$ cat src/rtl/seq_det_pkg.sv
// rtl/seq_det_pkg.sv - shared types, defaults and config check for the sequence detector
package seq_det_pkg;

    typedef enum logic [1:0] {S_IDLE, S_FILL, S_ARMED} seq_state_e;

    localparam int SEQ_MAX_LEN_DEF = 8;

    function automatic logic len_ok(input int unsigned len, input int unsigned max);
        return (len != 0) && (len <= max);
    endfunction

endpackage

$ cat src/rtl/seq_hist_shreg.sv
// rtl/seq_hist_shreg.sv - stream history shift register with saturating fill counter
module seq_hist_shreg #(
    parameter int MAX_LEN = 8,
    parameter int LEN_W   = $clog2(MAX_LEN + 1)
) (
    input  logic               clk,
    input  logic               rst,
    input  logic               shift_en,
    input  logic               bit_in,
    input  logic               clr,
    input  logic               fill_clr,
    output logic [MAX_LEN-1:0] hist,
    output logic [LEN_W-1:0]   fill
);

    always_ff @(posedge clk or negedge rst) begin
        if (!rst) begin
            hist <= '0;
            fill <= '0;
        end else if (clr) begin
            hist <= '0;
            fill <= '0;
        end else if (shift_en) begin
            hist <= {hist[MAX_LEN-2:0], bit_in};
            // fill_clr restarts counting after a non-overlapping match; history keeps shifting
            if (fill_clr)
                fill <= '0;
            else if (fill != LEN_W'(MAX_LEN))
                fill <= fill + LEN_W'(1);
        end
    end

endmodule

$ cat src/rtl/seq_det_param.sv
// rtl/seq_det_param.sv - run-time programmable serial pattern detector with match counter
module seq_det_param
    import seq_det_pkg::*;
#(
    parameter int MAX_LEN = SEQ_MAX_LEN_DEF,
    parameter int CNT_W   = 8,
    localparam int LEN_W  = $clog2(MAX_LEN + 1)
) (
    input  logic               clk,
    input  logic               rst,
    input  logic               in_valid,
    input  logic               in_bit,
    input  logic               cfg_load,
    input  logic [MAX_LEN-1:0] cfg_pattern,
    input  logic [LEN_W-1:0]   cfg_len,
    input  logic               cfg_overlap,
    input  logic               cfg_moore,
    input  logic               cnt_clr,
    output logic               out,
    output logic [CNT_W-1:0]   match_cnt,
    output logic               cfg_err
);

    seq_state_e         state;
    logic [MAX_LEN-1:0] pat_q;
    logic [LEN_W-1:0]   len_q;
    logic               overlap_q;
    logic               moore_q;
    logic               moore_out_q;

    logic [MAX_LEN-1:0] hist;
    logic [LEN_W-1:0]   fill;
    logic [LEN_W:0]     fill_p1;
    logic [MAX_LEN-1:0] window;
    logic [MAX_LEN-1:0] mask;
    logic               load_legal;
    logic               accept;
    logic               fill_ok;
    logic               match;

    assign load_legal = cfg_load && len_ok({{(32-LEN_W){1'b0}}, cfg_len}, MAX_LEN);
    // a bit arriving with a load is dropped, and nothing is accepted while unconfigured
    assign accept     = in_valid && !cfg_load && (state != S_IDLE);
    assign fill_p1    = {1'b0, fill} + {{LEN_W{1'b0}}, 1'b1};
    assign fill_ok    = fill_p1 >= {1'b0, len_q};
    assign window     = {hist[MAX_LEN-2:0], in_bit};

    always_comb begin
        mask = '0;
        for (int i = 0; i < MAX_LEN; i++)
            mask[i] = (i < 32'(len_q));
    end

    assign match = accept && fill_ok && (((window ^ pat_q) & mask) == '0);
    assign out   = moore_q ? moore_out_q : match;

    seq_hist_shreg #(
        .MAX_LEN (MAX_LEN),
        .LEN_W   (LEN_W)
    ) u_hist (
        .clk      (clk),
        .rst      (rst),
        .shift_en (accept),
        .bit_in   (in_bit),
        .clr      (load_legal),
        .fill_clr (match && !overlap_q),
        .hist     (hist),
        .fill     (fill)
    );

    always_ff @(posedge clk or negedge rst) begin
        if (!rst) begin
            state       <= S_IDLE;
            pat_q       <= '0;
            len_q       <= '0;
            overlap_q   <= 1'b0;
            moore_q     <= 1'b0;
            moore_out_q <= 1'b0;
            match_cnt   <= '0;
            cfg_err     <= 1'b0;
        end else begin
            if (cnt_clr)
                match_cnt <= '0;
            else if (match && (match_cnt != '1))
                match_cnt <= match_cnt + CNT_W'(1);

            if (cfg_load) begin
                moore_out_q <= 1'b0;
                if (load_legal) begin
                    pat_q     <= cfg_pattern;
                    len_q     <= cfg_len;
                    overlap_q <= cfg_overlap;
                    moore_q   <= cfg_moore;
                    cfg_err   <= 1'b0;
                    state     <= S_FILL;
                end else begin
                    cfg_err   <= 1'b1;
                    state     <= S_IDLE;
                end
            end else begin
                if (in_valid)
                    moore_out_q <= match;
                case (state)
                    S_FILL: begin
                        if (accept && fill_ok)
                            state <= (match && !overlap_q) ? S_FILL : S_ARMED;
                    end
                    S_ARMED: begin
                        if (match && !overlap_q)
                            state <= S_FILL;
                    end
                    default: state <= state;
                endcase
            end
        end
    end

endmodule

$ cat config.mk
export PLATFORM = sky130hd
export DESIGN_NAME = seq_det_param
export DESIGN_NICKNAME = d
export VERILOG_FILES = /design/src/rtl/seq_det_pkg.sv /design/src/rtl/seq_hist_shreg.sv /design/src/rtl/seq_det_param.sv
export SDC_FILE = /design/constraint.sdc
export NUM_CORES = 1
export LEC_CHECK = 0
export ABC_AREA = 0
export BUFFER_PORTS_ARGS = -buffer_cell sky130_fd_sc_hd__buf_2
export CAP_MARGIN = 20
export CORE_AREA = 2 2 95 97
export DETAILED_ROUTE_END_ITERATION = 8
export DIE_AREA = 0 0 97 99
export SLEW_MARGIN = 20
export SYNTH_ARGS = -nofsm -noshare
export SYNTH_HDL_FRONTEND = slang
export SYNTH_HIERARCHICAL = 1
export SYNTH_SLANG_ARGS = --single-unit
export TNS_END_PERCENT = 5
$ cat constraint.sdc
create_clock -name clk -period 4 [get_ports clk]
set_input_delay 0.2 -clock clk [delete_from_list [all_inputs] [get_ports clk]]
set_output_delay 0.2 -clock clk [all_outputs]
set_load 0.005 [all_outputs]
==> results of run 1 <==
## layout make-up
type	count	area [µm²]
multi-input combinational	164	1065
tap	108	135.1
sequential	37	925.9
clock inverter	1	5.005
timing repair buffer	31	160.2
clock buffer	7	96.34
fill	931	6137
inverter	7	26.28
## state kept, by name, summed over array words and instances (netlist names)
| signal | count |
|---|---|
| cfg_err | 1 |
| u_hist/fill | 4 |
| moore_out_q | 1 |
| pat_q | 8 |
| overlap_q | 1 |
| len_q | 4 |
| moore_q | 1 |
| match_cnt | 8 |
| u_hist/hist | 7 |
| state | 2 |
## where the power goes
part	total, µW	switching, µW	internal (µW)
Sequential	448	39.5	409
Clock	287	131	156
Combinational	170	92.1	77.6
## per-layer routing
layer	up-vias	share of wire	track usage	wire, µm
met3	2	0.040	0.02766	172
li1	830	-	-	-
met1	792	0.49	0.1231	2122
met5	-	0	0	0
met2	25	0.46	0.1528	1996
met4	0	0.0026	0.01950	11
## worst max path at each step
stage	endpoint	slack (ps)
3_5_place_dp	u_hist/fill[1]	1290
3_3_place_gp	u_hist/fill[0]	1400
5_1_grt	out	940
2_1_floorplan	u_hist/fill[0]	1150
4_1_cts	out	1200
6_report	out	1230
## per-stage QoR
step / instance area [µm²] / total power, µW / std cells
3_5_place_dp: 2312 / 626.8 / 347
4_1_cts: 2414 / 917.1 / 355
5_1_grt: 2414 / 961.5 / 355
2_1_floorplan: 2053 / 570.7 / 217
3_3_place_gp: 2312 / 623.2 / 347
6_report: 2414 / 905.3 / 355
==> flow_summary.json, run 1 <==
{
  "outcome": "complete, no violations",
  "viasPerCell": 4.645,
  "antenna_found_initial": 0,
  "rows": 34,
  "ctsResizeCount": 0,
  "slowest_stage": "dfrtp_1",
  "finalCritPeriodShare": 0.6927,
  "grt_overflow": 0,
  "clkLatencyLatePin_ps": 280,
  "netlist_instances": 217,
  "clock.fmax_mhz": 360.9,
  "rsz0062_at_grt": "no",
  "drt_wl_total_um": 4303,
  "portBuffers": 29,
  "fin_skew_ps": 5.373,
  "relSlewSlack": 0.4367,
  "worstPathArrival_ps": 2570,
  "leakage_uw": 0.001103,
  "diodes": 0,
  "timing.final.ws_setup_ps": 1229,
  "cp_num_cells": 10,
  "cp-end-kind": "primary output",
  "cts_buffers": 5,
  "ant_nets": 0,
  "ys_warn_count": 6,
  "tns_ps": 0,
  "core_area_um2": 8551,
  "cp-start-kind": "flip-flop",
  "area_delta_synth_final_pct": 17.55,
  "vdd_drop_max_uv": 120.3,
  "post-place-ws_ps": 1292,
  "grt_first_pass_wirelength_um": 7514,
  "synthesis.nets": 245,
  "cts_tree": "yes",
  "track_usage": 0.09331,
  "routedWlPerCell_um": 12.12,
  "cp_top_family": "adder cells",
  "finalMaxSlewViolations": 0,
  "crit_path_cell_trace": "ha_1, xor2_1, ha_1, nand2_1, o21ai_0, a31oi_1, nand4bb_1, buf_4, o21ai_0, buf_2",
  "clk_path_buf_depth": 2,
  "synth_area_um2": 2053,
  "cellPowerDensity_nw_per_um2": 375.1,
  "cts_setup_buffers": 0,
  "whs_ps": 14.98,
  "hp-class": "in2async",
  "path_class": "reg2out",
  "r2r_cells": 10,
  "drc": 0,
  "grt_max_degree": 38,
  "critPathMaxStageDelay_ps": 470,
  "die_w_um": 97,
  "layout_commonest_cell": "nand2_1",
  "utilization": 0.2823,
  "cts-root-buf": "clkbuf_8",
  "most-common-layout-cells": "nand2_1 (40), dfrtp_1 (37), buf_2 (29)",
  "die_area_um2": 9603,
  "drv_cap": 0,
  "final_hold_viol_count": 0,
  "die_y_um": 99,
  "min_period_ps": 2771,
  "r2r-end": "match_cnt[6]",
  "rr_startpoint": "u_hist/fill[0]",
  "vias": 1649,
  "cts-hold-fix-buffers": 0,
  "clock_sinks": 37,
  "grt_pass1_vias": 1644,
  "htree_num_levels": 2,
  "worst-path-buf-inv": 2,
  "drive_gt1_frac": 0.1862,
  "crit_fanout": 18,
  "fin_nets": 274,
  "hpwl_um": 3092,
  "firstDrtPassIters": 4,
  "worst_pin_slew_ps": 845.0,
  "io_pins": 30,
  "drtIter0Drc": 127,
  "avgSynthCellArea_um2": 9.462,
  "worstPathRequired_ps": 3800,
  "critPathLaunch": "u_hist/fill[0]",
  "initial_core_util": 0.2401,
  "ff2ff_setup_slack_ps": 1320,
  "cts.clk_slew.worst_paths_ps": 80,
  "place_congestion": 0.7759,
  "finalSetupViolations": 0
}
No activity file was read; power rests on OpenSTA's default activity.
==> run 2, diff against run 1 <==
==> constraint.sdc (replaced) <==
create_clock -name clk -period 2.4 [get_ports clk]
set_input_delay 0.12 -clock clk [delete_from_list [all_inputs] [get_ports clk]]
set_output_delay 0.12 -clock clk [all_outputs]
set_load 0.005 [all_outputs]
==> flow_summary.json, run 2 (synthesized netlist as in run 1, its figures left out) <==
{
  "cpMostUsedCell": "buf_6",
  "multiInputGateArea_um2": 1127,
  "whs_ps": 16.72,
  "stdcell_count": 369,
  "vias": 1722,
  "slowest_stage": "dfrtp_2",
  "grt_max_degree": 38,
  "tns_ps": -138.6,
  "leakage_uw": 0.001167,
  "vdd_drop_max_uv": 197.1,
  "grt_first_pass_wirelength_um": 7976,
  "area_delta_synth_final_pct": 25.78,
  "drc": 0,
  "path_class": "reg2out",
  "dpl_cell_area_um2": 2412,
  "rsz0062_at_grt": "yes",
  "portBuffers": 29,
  "fin_skew_ps": 7.272,
  "cts.clk_slew.worst_paths_ps": 70,
  "reg_top3": "match_cnt: 8 flops, pat_q: 8 flops, u_hist/hist: 7 flops",
  "clock.fmax_mhz": 404.7,
  "place_congestion": 0.8036,
  "core_area_um2": 8551,
  "die_w_um": 97,
  "finalMaxSlewViolations": 0,
  "use_met3": 0.02624,
  "worst-path-buf-inv": 3,
  "use_met2": 0.1651,
  "layout_commonest_cell": "nand2_1",
  "hpwl_um": 3222,
  "ant_nets": 0,
  "most-common-layout-cells": "nand2_1 (40), dfrtp_1 (35), buf_2 (29)",
  "grtUsageMet1": 0.1300,
  "regArea_um2": 928.4,
  "critPathMaxStageDelay_ps": 430,
  "relSlewSlack": 0.4421,
  "crit_fanout": 9,
  "antenna_found_initial": 0,
  "drt_wl_total_um": 4554,
  "worst_pin_slew_ps": 836.8,
  "post-place-ws_ps": -91.37,
  "cellPowerDensity_nw_per_um2": 589.3,
  "rows": 34,
  "die_y_um": 99,
  "fin_nets": 288,
  "final_area_um2": 2582,
  "timing.final.ws_setup_ps": -71.14,
  "grt_pass1_vias": 1694,
  "track_usage": 0.09925,
  "outcome": "finished with violations",
  "cts_buffers": 5,
  "finalCritPeriodShare": 1.030,
  "drv_cap": 0,
  "placed_cells": 358,
  "fillCellCount": 904,
  "clkLatencyLatePin_ps": 290,
  "finalSetupViolations": 4,
  "min_period_ps": 2471,
  "final_hold_viol_count": 0,
  "cp-start-kind": "flip-flop",
  "worstPathRequired_ps": 2280,
  "cts-root-buf": "clkbuf_8",
  "violations": "setup timing",
  "cts_tree": "yes",
  "drtIter0Drc": 86,
  "hp-class": "in2reg",
  "crit_path_cell_trace": "ha_4, xor2_1, ha_1, nand2_1, o21ai_1, a31oi_1, nand4bb_1, buf_6, buf_6, o21ai_2, buf_2",
  "io_pins": 30,
  "clk_path_buf_depth": 2,
  "worstPathArrival_ps": 2350,
  "firstDrtPassIters": 4,
  "cp-end-kind": "primary output",
  "initial_core_util": 0.2401,
  "grt_overflow": 0,
  "diodes": 0,
  "clock_sinks": 37,
  "die_area_um2": 9603,
  "routedWlPerCell_um": 12.34,
  "grt-busiest-layer": "met2",
  "htree_num_levels": 2,
  "viasPerCell": 4.667,
  "cp_top_family": "adder cells",
  "drive_gt1_frac": 0.2605
}
## run 2: stage by stage
stage	utilization	power (µW)
2_1_floorplan	-	960.1
3_3_place_gp	0.2821	1067
3_5_place_dp	0.2821	1074
4_1_cts	0.2975	1537
5_1_grt	0.3020	1612
6_report	0.3020	1522
## run 2: power breakdown
| part | total, µW | switching, µW | internal [µW] | leakage, µW |
|---|---|---|---|---|
| Clock | 456 | 221 | 234 | 0.0000455 |
| Sequential | 746 | 63.1 | 683 | 0.000483 |
| Combinational | 320 | 170 | 150 | 0.000639 |
| Total | 1520 | 454 | 1070 | 0.00117 |
## run 2: worst paths after layout
check                      slack (ps)      startpoint        endpoint  depth (start not counted)
max                               -70  u_hist/fill[1]             out                         11
min                                20       cfg_moore         moore_q                          3
max reg2reg                       -30  u_hist/fill[1]  u_hist/fill[1]                         12
min reg2reg                       500        pat_q[0]        pat_q[0]                          2
max in group asynchronous        1360             rst  u_hist/fill[0]                          2
min in group asynchronous         460             rst    match_cnt[3]                          2
## run 2: area by class of cell
class                      instances  share of cell area
timing repair buffer              45              0.1066
clock buffer                       8             0.03488
tap                              108             0.05233
multi-input combinational        164              0.4365
inverter                           7             0.01017
sequential                        37              0.3595
## run 2: per-layer routing
metal | up-vias | part of all wire
met2 | 25 | 0.48
li1 | 858 | -
met5 | - | 0
met3 | 4 | 0.036
met4 | 0 | 0.0068
met1 | 835 | 0.47
## run 2: tightest hold or removal path, cell delays in order
cell	delay, ps
buf_2	80
nand2_1	40
nand2_1	40
## run 2: repair_timing
| item | CTS | global route |
|---|---|---|
| resized for setup | 5 | 7 |
| setup buffers | 2 | 0 |
| endpoints found under the setup margin | 8 | 15 |
| pin swaps | 5 | 3 |
| hold buffers | 1 | 0 |
| hold endpoints to repair | 37 | 0 |
